**config.mk**
```make
export PLATFORM = sky130hd
export DESIGN_NAME = crossbar_req_dispatch
export DESIGN_NICKNAME = d
export VERILOG_FILES = /design/src/rtl/crossbar_pkg.sv /design/src/rtl/crossbar_credit_cnt.sv /design/src/rtl/crossbar_req_dispatch.sv
export SDC_FILE = /design/constraint.sdc
export NUM_CORES = 1
export LEC_CHECK = 0
export CORE_AREA = 4 4 109 111
export DETAILED_ROUTE_END_ITERATION = 8
export DIE_AREA = 0 0 113 115
export HOLD_SLACK_MARGIN = 0.1
export SETUP_SLACK_MARGIN = 0.05
export SYNTH_ARGS = -nofsm -noshare
export SYNTH_HDL_FRONTEND = slang
export SYNTH_SLANG_ARGS = --single-unit
```
**constraint.sdc**
```tcl
create_clock -name clk -period 4.65 [get_ports clk]
set_input_delay 1.395 -clock clk [delete_from_list [all_inputs] [get_ports clk]]
set_output_delay 1.395 -clock clk [all_outputs]
set_load 0.01 [all_outputs]
```
**src/rtl/crossbar_pkg.sv**
```systemverilog
// Shared types and helpers for the crossbar request-side blocks.
package crossbar_pkg;

    localparam int unsigned TAG_NONE   = 0;
    localparam int unsigned REQ_ADDR_W = 32;
    localparam int unsigned REQ_DATA_W = 32;
    localparam int unsigned REQ_TAG_W  = 4;

    typedef struct packed {
        logic [REQ_ADDR_W-1:0] addr;
        logic                  we;
        logic [REQ_DATA_W-1:0] wdata;
        logic [REQ_TAG_W-1:0]  tag;
    } req_t;

    // Slave-select width; a single-slave crossbar still gets a one-bit select.
    function automatic int unsigned sel_width(input int unsigned s_qty);
        return (s_qty < 2) ? 1 : $clog2(s_qty);
    endfunction

endpackage

```
**src/rtl/crossbar_credit_cnt.sv**
```systemverilog
// Per-slave outstanding-read counter: reserves on accept, releases on response.
module crossbar_credit_cnt #(
    parameter  int unsigned MAX_OUTSTANDING = 4,
    localparam int unsigned CNT_W           = $clog2(MAX_OUTSTANDING + 1)
) (
    input  logic             clk,
    input  logic             resetn,
    input  logic             inc,
    input  logic             dec,
    output logic [CNT_W-1:0] cnt,
    output logic             full
);

    always_ff @(posedge clk) begin
        if (!resetn) begin
            cnt <= '0;
        end else if (inc && !dec) begin
            cnt <= cnt + CNT_W'(1);
        end else if (dec && !inc && cnt != '0) begin
            cnt <= cnt - CNT_W'(1);
        end
    end

    assign full = (cnt >= CNT_W'(MAX_OUTSTANDING));

    // A response with nothing outstanding means a slave or ROB protocol error.
    underflow_a: assert property (@(posedge clk) disable iff (!resetn)
        (dec && !inc) |-> (cnt != '0));

endmodule

```
**src/rtl/crossbar_req_dispatch.sv**
```systemverilog
// Routes upstream requests to slaves by address, attaching ROB tags to reads
// and bounding in-flight reads per slave with credit counters.
module crossbar_req_dispatch
    import crossbar_pkg::*;
#(
    parameter int unsigned S_QTY           = 4,
    parameter int unsigned ADDR_WIDTH      = 32,
    parameter int unsigned TDATA_WIDTH     = 32,
    parameter int unsigned TUSER_WIDTH     = 4,
    parameter int unsigned MAX_OUTSTANDING = 4
) (
    input  logic                   clk,
    input  logic                   resetn,
    input  logic                   s_axis_req_tvalid,
    output logic                   s_axis_req_tready,
    input  logic [ADDR_WIDTH-1:0]  s_axis_req_taddr,
    input  logic                   s_axis_req_twe,
    input  logic [TDATA_WIDTH-1:0] s_axis_req_twdata,
    input  logic                   s_axis_tag_tvalid,
    output logic                   s_axis_tag_tready,
    input  logic [TUSER_WIDTH-1:0] s_axis_tag_tdata,
    output logic [S_QTY-1:0]       m_axis_req_tvalid,
    input  logic [S_QTY-1:0]       m_axis_req_tready,
    output logic [ADDR_WIDTH-1:0]  m_axis_req_taddr,
    output logic                   m_axis_req_twe,
    output logic [TDATA_WIDTH-1:0] m_axis_req_twdata,
    output logic [TUSER_WIDTH-1:0] m_axis_req_tuser,
    input  logic [S_QTY-1:0]       rsp_tvalid,
    output logic                   idle
);

    localparam int unsigned SEL_W = sel_width(S_QTY);
    localparam int unsigned CNT_W = $clog2(MAX_OUTSTANDING + 1);

    logic [SEL_W-1:0] sel_raw;
    logic [SEL_W-1:0] sel_c;
    logic             free_c;
    logic             rd_ok_c;
    logic             accept_c;
    logic [S_QTY-1:0] credit_inc;
    logic [S_QTY-1:0] credit_full;
    logic [S_QTY-1:0] credit_busy;
    logic [CNT_W-1:0] credit_cnt [S_QTY];

    logic             held;
    logic [SEL_W-1:0] held_sel;

    // Address decode; out-of-range selects fold onto the last slave.
    assign sel_raw = s_axis_req_taddr[ADDR_WIDTH-1 -: SEL_W];
    assign sel_c   = (32'(sel_raw) >= S_QTY) ? SEL_W'(S_QTY - 1) : sel_raw;

    assign free_c   = ~held | m_axis_req_tready[held_sel];
    assign rd_ok_c  = s_axis_tag_tvalid & ~credit_full[sel_c];

    assign s_axis_req_tready = resetn & free_c & (s_axis_req_twe | rd_ok_c);
    assign accept_c          = s_axis_req_tvalid & s_axis_req_tready;
    assign s_axis_tag_tready = accept_c & ~s_axis_req_twe;

    for (genvar i = 0; i < int'(S_QTY); i++) begin : g_credit
        assign credit_inc[i]  = s_axis_tag_tready & (sel_c == SEL_W'(i));
        assign credit_busy[i] = |credit_cnt[i];

        crossbar_credit_cnt #(
            .MAX_OUTSTANDING(MAX_OUTSTANDING)
        ) u_cnt (
            .clk   (clk),
            .resetn(resetn),
            .inc   (credit_inc[i]),
            .dec   (rsp_tvalid[i]),
            .cnt   (credit_cnt[i]),
            .full  (credit_full[i])
        );
    end

    // Output stage occupancy; payload only moves on accept so it stays stable while stalled.
    always_ff @(posedge clk) begin
        if (!resetn) begin
            held <= 1'b0;
        end else if (free_c) begin
            held <= accept_c;
        end
    end

    always_ff @(posedge clk) begin
        if (accept_c) begin
            held_sel          <= sel_c;
            m_axis_req_taddr  <= s_axis_req_taddr;
            m_axis_req_twe    <= s_axis_req_twe;
            m_axis_req_twdata <= s_axis_req_twdata;
            m_axis_req_tuser  <= s_axis_req_twe ? TUSER_WIDTH'(TAG_NONE) : s_axis_tag_tdata;
        end
    end

    always_comb begin
        m_axis_req_tvalid = '0;
        if (held) begin
            m_axis_req_tvalid[held_sel] = 1'b1;
        end
    end

    assign idle = ~held & ~|credit_busy;

endmodule
```
==> metrics, run 1 <==
die area ~13000 µm²; CTS sink count 82; cells after synthesis ~200; Port Buf Inserts ~160; status finished clean; hold depth 2; Synth warnings 0; Starting Density 29.69%; R2R depth 9; clock slew at reported path FFs 0.08 ns; Worst EP arrival 2.95 ns; total grt overflow 0; setup violators final 0; Yosys reg bits 82; Post-synth EDFFs 69; Syn-to-layout area delta 62.05%; Crit path largest cell delay ~0.40 ns; Global Route met1 Usage 17.71%; drt via density between 4 and 5; cts bufs inserted 9; post-route cell area roughly 5200 µm²; DP Worst Slack -0.3522 ns; crit path from m_axis_req_tready[1]; Pins Over Slew Limit 0; io pins 157; WL per Instance 16.99 µm; largest net degree at the start of global routing 70; Max Buffers Root-to-Sink 2; Hold Path Class flip-flop to flip-flop; PnR Total Power 1.903 mW; nets@finish 458; fmax roughly 230 MHz; initial antenna violation count 0; GRT Util Overall a little over an eighth; DRC viols 0; Placer Congestion 0.7586; critical path type primary input to primary output; die height 115 µm; maximum vdd drop 147.8 µV; DRT Pass-1 Iters 4; Leak 1.851 nW; pwr dens 366.5 nW/µm²; ANT cells 0; CP Launch Type primary input; PostCTS Resize Cnt 6; r2r setup slk 1.79 ns; Slew @ Worst Pin around 0.42 ns; crit-path max FO 3; Max-Cap Viols 0; Root Buffer clkbuf_8; Worst path slowest cell clkdlybuf4s50_1; synth unique cells 40; Die W between 100 and 150 µm; hpwl dp slightly below 7 mm; Reg-to-Reg Start m_axis_req_taddr[31]; Synth Area in Adders 2.499%; met3 Use GR 5.632%; syn avg cell area 15.94 µm²; vias in the first global route 2188; Mapped Area approximately 3200 µm²; simple-gate share of the synthesized area 13.71%; mux share of post-synthesis cell area 6.365%; post-layout minimum cycle time 4.349 ns; Core Area 10790 µm²; hold bufs inserted after CTS 0; worst endpoint required time 3.25 ns; DP Area 5002 µm²; largest family of logic cells by synthesized area simple AND/OR/NAND/NOR gates; global-route wire length before repair 13.17 mm; post-layout worst setup margin 0.3010 ns; M2 GR Usage 20.97%; Setup Fix Bufs, Post-CTS 0; Slew headroom 71.97%; GR peak layer met2; later-pin clock latency in the skew report between 0.3 and 0.4 ns; routed wire length 8.802 mm; fin util around half; Final Cycle Share ~94%; final-report hold violation count 0; CTS tree done; syn_nets 286; Reg-to-Reg End g_credit[2].u_cnt.cnt[2]; H-tree Lvls 3; DR vias 2252; CP Capture Point s_axis_req_tready; Antenna Nets Post-Route 0; initial DRC count between 90 and 100; Setup crit end kind primary output; Post-Synth XOR/XNOR Area less than 1%; RSZ-0062 raised after global routing no; crit path cell chain clkdlybuf4s50_1, mux2_4, o22ai_1, a211oi_2, buf_4, dlygate4sd2_1; row count 38; Compound-Gate Fraction of Synth Area 3.085%; Clock Skew 0.01135 ns; asr flop ratio synth 0%; layout cells sized above 1 approximately a tenth; Synth Flop Type edfxtp_1; sequential-to-total area share from yosys stat 72.78%
## logic make-up (layout without fill, tap and decap cells)
group | after synthesis | count (layout)
flops | 82 | 82
simple gates | 75 | 75
mux | 18 | 18
compound gates | 12 | 12
buf+inv | 9 | 186
fa+ha+maj | 4 | 4
xor+xnor | 1 | 1
## worst min path at each step
| stage | slack, ns | to | from |
|---|---|---|---|
| finish | 0.52 | g_credit[3].u_cnt.cnt[1] | g_credit[3].u_cnt.cnt[1] |
| global route | 0.56 | g_credit[3].u_cnt.cnt[2] | g_credit[3].u_cnt.cnt[2] |
| CTS | 0.52 | g_credit[3].u_cnt.cnt[1] | g_credit[3].u_cnt.cnt[1] |
| detailed placement | 0.51 | g_credit[3].u_cnt.cnt[1] | g_credit[3].u_cnt.cnt[1] |
| global placement | 0.49 | g_credit[3].u_cnt.cnt[1] | g_credit[3].u_cnt.cnt[1] |
| floorplan | 0.47 | g_credit[0].u_cnt.cnt[2] | g_credit[0].u_cnt.cnt[2] |
## cell type report
| type | instances | area, µm² |
|---|---|---|
| Clock inverter | 5 | 55.05 |
| Tap cell | 140 | 175.2 |
| Timing Repair Buffer | 166 | 1648 |
| Multi-Input combinational cell | 110 | 835.8 |
| Sequential cell | 82 | 2332 |
| Clock buffer | 11 | 131.4 |
| Inverter | 4 | 15.01 |
| Fill cell | 992 | 5600 |
## synth_stat cells (2+ instances only)
library cell  instances  share of area [%]
edfxtp_1             69                 65
nand2_1              20                2.3
nand2b_1             17                3.3
mux2i_1              14                4.4
dfxtp_1              13                8.1
nor2_1                8               0.94
nor2b_1               7                1.4
fa_1                  4                2.5
inv_1                 4               0.47
nand3b_1              4               0.94
a21o_1                3               0.70
clkbuf_1              3               0.35
nor3_1                3               0.47
a31oi_1               2               0.39
mux2_4                2               0.94
nand3_1               2               0.31
o22ai_1               2               0.39
or2_2                 2               0.39
## power by group
part | switching (mW) | internal (mW)
Clock | 0.247 | 0.247
Sequential | 0.0592 | 0.876
Combinational | 0.195 | 0.279
## worst max-delay path: cells and delay by family
kind / cells / cell delay [ns]
AOI/OAI and AO/OA: 2 / 0.44
muxes: 1 / 0.30
buffers and inverters: 3 / 0.81
## routing by layer
| metal | up-vias | part of all wire (%) | routed length (µm) |
|---|---|---|---|
| met1 | 1056 | 44 | 3907 |
| met2 | 107 | 44 | 3900 |
| met4 | 0 | 1.0 | 89 |
| li1 | 1081 | - | - |
| met5 | - | 0 | 0 |
| met3 | 8 | 10 | 904 |
## state kept, by name, indices dropped and copies added, names as in the netlist
signal / cells
m_axis_req_twe: 1
held: 1
g_credit.u_cnt.cnt: 12
m_axis_req_twdata: 32
m_axis_req_tuser: 4
m_axis_req_taddr: 32
## metrics by stage
stage	instances	hold slack, ns	TNS, ns
floorplan	201	0.4650	0
global placement	502	0.4919	-0.5868
detailed placement	502	0.5079	-0.6336
CTS	518	0.5200	0
global route	518	0.5644	0
finish	518	0.5187	0
## placed cells by master (no fill, tap or decap), drive strengths merged, types with 2 or more instances in the layout
cell           synthesis  layout
clkdlybuf4s50          0     153
edfxtp                69      69
nand2                 20      20
nand2b                17      17
mux2i                 14      14
dfxtp                 13      13
clkbuf                 3      11
buf                    2      10
nor2                   8       8
nor2b                  7       7
nand3b                 4       4
fa                     4       4
inv                    4       4
nor3                   3       3
a21o                   3       3
mux2                   3       3
or2                    3       3
clkinv                 0       3
o22ai                  2       2
a31oi                  2       2
nand3                  2       2
dlygate4sd2            0       2
nor4b                  2       2
No activity file was read; power rests on OpenSTA's default activity.
==> run 2, diff against run 1 <==
- CAP_MARGIN: unset -> 10
==> results of run 2 <==
The final DEF is identical to that of run 1; final timing and power are the same.
